===== config.mk =====
export PLATFORM = sky130hd
export DESIGN_NAME = pwm_compare_deadtime
export DESIGN_NICKNAME = d
export VERILOG_FILES = /design/src/rtl/pwm_pkg.sv /design/src/rtl/deadtime_fsm.sv /design/src/rtl/pwm_compare_deadtime.sv
export SDC_FILE = /design/constraint.sdc
export NUM_CORES = 1
export LEC_CHECK = 0
export ABC_AREA = 1
export BUFFER_PORTS_ARGS = -buffer_cell sky130_fd_sc_hd__buf_4
export CORE_ASPECT_RATIO = 1.2
export CORE_UTILIZATION = 45
export CTS_BUF_LIST = sky130_fd_sc_hd__clkbuf_4 sky130_fd_sc_hd__clkbuf_8 sky130_fd_sc_hd__clkbuf_16
export CTS_CLUSTER_SIZE = 28
export DETAILED_ROUTE_END_ITERATION = 8
export GPL_TIMING_DRIVEN = 1
export PLACE_DENSITY = 0.78
export SLEW_MARGIN = 20
export SYNTH_ARGS = -nofsm -noshare
export SYNTH_HDL_FRONTEND = slang
export SYNTH_SLANG_ARGS = --single-unit

===== constraint.sdc =====
create_clock -name clk -period 1.3 [get_ports clk]
set_input_delay 0.26 -clock clk [delete_from_list [all_inputs] [get_ports clk]]
set_output_delay 0.26 -clock clk [all_outputs]
set_load 0.01 [all_outputs]

===== src/rtl/pwm_pkg.sv =====
// Purpose: shared FSM encoding and default widths for the PWM compare/dead-time stage.
// Latency: n/a (types and constants only).
// Backpressure: n/a.
package pwm_pkg;

  localparam int COUNTER_BITS_DEF  = 7;
  localparam int DEADTIME_BITS_DEF = 4;

  // Drive-stage state. Only HI_ON and LO_ON drive a gate; every other
  // state holds both sides off.
  typedef enum logic [2:0] {
    ST_OFF      = 3'd0,
    ST_LO_ON    = 3'd1,
    ST_DT_TO_HI = 3'd2,
    ST_HI_ON    = 3'd3,
    ST_DT_TO_LO = 3'd4
  } pwm_state_t;

endpackage


===== src/rtl/deadtime_fsm.sv =====
// Purpose: turns the raw PWM level into complementary high/low gate drives with dead time.
// Latency: state follows pwm_raw one clk later; a drive turns on deadtime_in clks after that.
// Backpressure: none; out_en low forces both drives off at the next edge.
//
// Ports:
//   clk, reset     clock and synchronous active-high reset
//   pwm_raw        registered compare result from the top
//   out_en         output enable, highest-priority transition to OFF
//   deadtime_in    dead-time length in clks, sampled when a dead-time interval begins
//   pwm_hi, pwm_lo Moore-decoded gate drives, never both high
module deadtime_fsm
  import pwm_pkg::*;
#(
  parameter int DEADTIME_BITS = DEADTIME_BITS_DEF
) (
  input  logic                     clk,
  input  logic                     reset,
  input  logic                     pwm_raw,
  input  logic                     out_en,
  input  logic [DEADTIME_BITS-1:0] deadtime_in,
  output logic                     pwm_hi,
  output logic                     pwm_lo
);

  localparam logic [DEADTIME_BITS-1:0] DT_ONE = 1;

  pwm_state_t               state;
  pwm_state_t               state_nxt;
  logic [DEADTIME_BITS-1:0] dt_cnt;
  logic [DEADTIME_BITS-1:0] dt_cnt_nxt;
  logic [DEADTIME_BITS-1:0] dt_load;
  logic                     dt_zero_req;

  // The counter holds "cycles remaining minus one", so the dead-time state
  // lasts exactly deadtime_in cycles. A zero setting clamps to one cycle,
  // which only happens when leaving OFF.
  assign dt_zero_req = (deadtime_in == '0);
  assign dt_load     = dt_zero_req ? '0 : (deadtime_in - DT_ONE);

  always_ff @(posedge clk) begin
    if (reset) begin
      state  <= ST_OFF;
      dt_cnt <= '0;
    end else begin
      state  <= state_nxt;
      dt_cnt <= dt_cnt_nxt;
    end
  end

  always_comb begin
    state_nxt  = state;
    dt_cnt_nxt = dt_cnt;
    if (!out_en) begin
      state_nxt = ST_OFF;
    end else begin
      case (state)
        ST_OFF: begin
          // Always pass through a dead-time state before the first drive.
          state_nxt  = pwm_raw ? ST_DT_TO_HI : ST_DT_TO_LO;
          dt_cnt_nxt = dt_load;
        end
        ST_LO_ON: begin
          if (pwm_raw) begin
            if (dt_zero_req) begin
              state_nxt = ST_HI_ON;
            end else begin
              state_nxt  = ST_DT_TO_HI;
              dt_cnt_nxt = dt_load;
            end
          end
        end
        ST_DT_TO_HI: begin
          // Raw level fell back before dead time ended: return to the low
          // side rather than emit a runt high pulse.
          if (!pwm_raw) begin
            state_nxt = ST_LO_ON;
          end else if (dt_cnt == '0) begin
            state_nxt = ST_HI_ON;
          end else begin
            dt_cnt_nxt = dt_cnt - DT_ONE;
          end
        end
        ST_HI_ON: begin
          if (!pwm_raw) begin
            if (dt_zero_req) begin
              state_nxt = ST_LO_ON;
            end else begin
              state_nxt  = ST_DT_TO_LO;
              dt_cnt_nxt = dt_load;
            end
          end
        end
        ST_DT_TO_LO: begin
          if (pwm_raw) begin
            state_nxt = ST_HI_ON;
          end else if (dt_cnt == '0) begin
            state_nxt = ST_LO_ON;
          end else begin
            dt_cnt_nxt = dt_cnt - DT_ONE;
          end
        end
        default: state_nxt = ST_OFF;
      endcase
    end
  end

  // Decoded only from registered state, so the two drives are mutually
  // exclusive by construction.
  always_comb begin
    pwm_hi = (state == ST_HI_ON);
    pwm_lo = (state == ST_LO_ON);
  end

endmodule


===== src/rtl/pwm_compare_deadtime.sv =====
// Purpose: counter-vs-duty compare with a period-aligned shadow duty register, feeding dead-time drive.
// Latency: pwm_raw/period_start 1 clk after counter_in; drives follow per deadtime_fsm.
// Backpressure: none; a stalled counter (count_en low) freezes period events, compare keeps tracking.
//
// Ports:
//   clk, reset            clock and synchronous active-high reset
//   counter_in, count_en  upstream up-counter value and its advance enable
//   duty_in, duty_wr      requested duty (>= 2^COUNTER_BITS is 100%) and its write strobe
//   deadtime_in, out_en   dead-time length and output enable for the drive stage
//   pwm_raw, period_start registered compare result and count-0 pulse
//   pwm_hi, pwm_lo        complementary gate drives
//   duty_pending          a written duty is waiting for the next period boundary
module pwm_compare_deadtime
  import pwm_pkg::*;
#(
  parameter int COUNTER_BITS  = COUNTER_BITS_DEF,
  parameter int DEADTIME_BITS = DEADTIME_BITS_DEF
) (
  input  logic                     clk,
  input  logic                     reset,
  input  logic [COUNTER_BITS-1:0]  counter_in,
  input  logic                     count_en,
  input  logic [COUNTER_BITS:0]    duty_in,
  input  logic                     duty_wr,
  input  logic [DEADTIME_BITS-1:0] deadtime_in,
  input  logic                     out_en,
  output logic                     pwm_raw,
  output logic                     pwm_hi,
  output logic                     pwm_lo,
  output logic                     period_start,
  output logic                     duty_pending
);

  logic [COUNTER_BITS:0] duty_active;
  logic [COUNTER_BITS:0] duty_pend_reg;
  logic                  period_wrap;
  logic                  transfer;
  logic                  cmp_lt;

  // The edge that moves the counter from its max value to 0 is the only
  // point where the active duty may change, so the new duty governs a
  // whole period starting at count 0.
  assign period_wrap = count_en && (counter_in == {COUNTER_BITS{1'b1}});
  assign transfer    = period_wrap && duty_pending;

  // The MSB of the duty alone marks the 100% case; below that the low bits
  // are compared directly against the counter.
  assign cmp_lt = duty_active[COUNTER_BITS] ||
                  (counter_in < duty_active[COUNTER_BITS-1:0]);

  always_ff @(posedge clk) begin
    if (reset) begin
      duty_active   <= '0;
      duty_pend_reg <= '0;
      duty_pending  <= 1'b0;
      pwm_raw       <= 1'b0;
      period_start  <= 1'b0;
    end else begin
      if (duty_wr) begin
        duty_pend_reg <= duty_in;
      end
      // On a coincident write the old pending value moves to active while
      // the new value is captured, so pending stays set.
      if (transfer) begin
        duty_active <= duty_pend_reg;
      end
      if (duty_wr) begin
        duty_pending <= 1'b1;
      end else if (transfer) begin
        duty_pending <= 1'b0;
      end
      pwm_raw      <= cmp_lt;
      period_start <= count_en && (counter_in == '0);
    end
  end

  deadtime_fsm #(
    .DEADTIME_BITS (DEADTIME_BITS)
  ) u_deadtime_fsm (
    .clk         (clk),
    .reset       (reset),
    .pwm_raw     (pwm_raw),
    .out_en      (out_en),
    .deadtime_in (deadtime_in),
    .pwm_hi      (pwm_hi),
    .pwm_lo      (pwm_lo)
  );

endmodule


==> results.py <==
metrics = {
    "status": {
        "status": "complete, but fails checks",
        "violations": "negative setup slack",
    },
    "cells_and_area": {
        "final_cell_area_um2": 1930,
        "drive_gt1_frac": 0.297,
        "regArea_um2": 531,
        "final_util": 0.626,
        "nNetsFinal": 305,
        "multi_input_area_um2": 887,
        "nFillCells": 304,
        "diodes": 0,
        "syn_to_final_growth_pct": 32.2,
    },
    "critical_path": {
        "critPathMaxFanout": 4,
        "ff2ff_path_depth": 10,
        "end_kind": "output pin",
        "critical_path_required_ns": 1.04,
        "arrival_ns": 1.07,
        "path_depth": 5,
        "crit_buf_inv": 3,
        "critPathLaunchType": "flop",
        "slowest_delay_ns": 0.36,
        "crit_top_cell": "inv_2",
        "crit_slowest_cell": "dfxtp_2",
        "crit_type": "flop to output pin",
        "crit_family": "flip-flops",
        "rrSetupSlack_ns": 0,
        "cp_cell_sequence": "inv_2 -> nor2_4 -> nand2_2 -> inv_2 -> buf_4",
    },
    "synth": {
        "yosysUniqueCellTypes": 21,
        "synth.avg_cell_area_um2": 6.29,
        "netlist_instances": 232,
        "yosysTopAreaCell": "dfxtp_1",
        "synth.net_count": 263,
        "synth_top_area_share": 0.356,
        "synth_top_family_by_area": "simple AND/OR/NAND/NOR gates",
        "netlist_area_um2": 1460,
        "synthTopCellsByArea": "dfxtp_1, nand2_1, nor2_1",
        "synth_mux_area_frac": 0,
        "synth_warnings": 0,
        "ys_ff_latch": 26,
        "synth_compound_area_frac": 0.0960,
        "yosys.area_share.adder": 0.0600,
        "synthSimpleGateAreaFrac": 0.386,
        "synth_xor_area_frac": 0,
        "synth_seq_area_share": 0.356,
    },
    "power": {
        "vdd_drop_max_uv": 793,
        "leakagePower_nw": 1.00,
        "power.density_nw_per_um2": 923,
        "power_mw": 1.78,
    },
    "sta": {
        "whs_ns": 0.0962,
        "tns_ns": -0.0507,
        "setup_viol": 3,
        "finClkSkew_ns": 0.00152,
        "fin_crit_ns": 1.33,
        "fin_crit_sh": 1.03,
        "worst_pin_slew_ns": 0.267,
        "drv_slew": 0,
        "rsz0062_at_grt": "yes",
        "fin_ws_ns": -0.0339,
        "slew_headroom": 0.821,
        "finalHoldViolCount": 0,
        "clock.fmax_ghz": 0.750,
    },
    "cts": {
        "cts.path.max_buffers": 2,
        "numCtsBuffers": 3,
        "htreeDepth": 1,
        "clk_latency_ns": 0.31,
        "clk_pin_slew_worst_paths_ns": 0.14,
        "cts.sinks": 26,
        "cts_tree": "done",
        "root_buffer": "clkbuf_4",
    },
    "floorplanning": {
        "start_util": 0.474,
        "fp.dieArea_um2": 3480,
        "core_um2": 3080,
        "io_pins": 29,
        "die_h_um": 64.4,
        "fp-row-count": 22,
        "die_w_um": 54,
    },
    "hold_path": {
        "min_path_type": "input pin to flop",
        "min_path_cells": 2,
    },
    "route": {
        "drt_iter0_markers": 20,
        "via_per_inst": 4.78,
        "postRouteAntennaNets": 0,
        "route.detailed.drc": 0,
        "drt-total-wl_um": 3130,
        "routedWlPerCell_um": 10.1,
        "num_vias": 1477,
        "first_pass_iters": 4,
    },
    "global_routing": {
        "grt.overflow.total": 0,
        "grt_max_degree": 15,
        "antenna_found_initial": 0,
        "grt_pass1_vias": 1314,
        "grt_pass1_wl_um": 4820,
        "gr-usage-all-layers": 0.186,
    },
    "placement": {
        "io_buffer_count": 28,
        "dp_hpwl_um": 2340,
        "place_congestion": 0.852,
        "dpl_cell_area_um2": 1760,
    },
    "run": {
        "maxCapViolations": 0,
    },
}
## final timing paths
check,startpoint,to
max,u_deadtime_fsm.state[0],pwm_lo
min reg2reg,duty_active[7],pwm_raw
max reg2reg,u_deadtime_fsm.state[0],u_deadtime_fsm.dt_cnt[0]
min,reset,pwm_raw
## worst reg2reg max path: cells and delay by family, from the launching register on
family / cells / cell delay [ns]
and+or+nand+nor: 9 / 0.76
DFF: 1 / 0.35
buffers and inverters: 1 / 0.14
## cell usage in the layout, fill, tap and decap left out, types with 2 or more instances in the layout
| cell | synthesis | final |
|---|---|---|
| nand2_1 | 60 | 53 |
| nor2_1 | 55 | 52 |
| buf_4 | 1 | 40 |
| inv_1 | 32 | 25 |
| dfxtp_1 | 26 | 20 |
| o21ai_0 | 16 | 14 |
| nand2_2 | 1 | 8 |
| inv_2 | 0 | 7 |
| a21oi_1 | 9 | 6 |
| nand3_1 | 6 | 6 |
| ha_1 | 7 | 6 |
| dfxtp_2 | 0 | 5 |
| nor2_4 | 0 | 4 |
| nor3_1 | 4 | 3 |
| nand4_1 | 3 | 3 |
| a21oi_2 | 1 | 3 |
| clkbuf_4 | 0 | 3 |
| o21ai_1 | 0 | 2 |
| nor2_2 | 3 | 2 |
## timing repair
action | in CTS | in global routing
hold endpoints to repair | 0 | 0
setup buffers | 2 | 1
endpoints found under the setup margin | 6 | 10
gates resized for setup | 18 | 22
hold buffers | 0 | 0
pin swaps | 6 | 10
## power by group
part           leakage [nW]  switching, mW  internal, mW
Combinational         0.764          0.271         0.221
Sequential            0.216         0.0421         0.845
Clock                0.0210          0.232         0.171
Total                  1.00          0.544          1.24
## metrics by stage
| step | instances | worst slack (ns) |
|---|---|---|
| finish | 309 | -0.0339 |
| global route | 309 | -0.116 |
| CTS | 308 | -0.0510 |
| detailed placement | 302 | -0.0510 |
| global placement | 302 | -0.00628 |
| floorplan | 232 | 0.0514 |
## layer usage
layer | global-route usage | share of wire | vias to the layer above
met3 | 0.0190 | 0.027 | 2
met2 | 0.363 | 0.55 | 24
met5 | 0 | 0 | -
met4 | 0.0769 | 0.0077 | 0
li1 | - | - | 804
met1 | 0.186 | 0.42 | 647
## cells in the mapped netlist
library cell  instances
a21oi_1               9
a21oi_2               1
buf_4                 1
buf_6                 1
clkbuf_1              1
clkbuf_2              1
dfxtp_1              26
ha_1                  7
inv_1                32
nand2_1              60
nand2_2               1
nand3_1               6
nand3_2               2
nand4_1               3
nand4_2               1
nor2_1               55
nor2_2                3
nor3_1                4
nor4_1                1
o21ai_0              16
o22ai_1               1
## layout make-up
cell class | count | share of cell area
Clock buffer | 4 | 0.0188
Tap cell | 36 | 0.0233
Inverter | 32 | 0.0622
Timing Repair Buffer | 41 | 0.161
Multi-Input combinational cell | 170 | 0.459
Sequential cell | 26 | 0.275
## kinds of logic after synthesis
group / after synthesis
AO/OA/AOI/OAI: 27
buffers and inverters: 36
adder cells (fa/ha/maj): 7
flip-flops: 26
AND/OR/NAND/NOR: 136
Note: power is estimated with default switching activity, not from simulation.
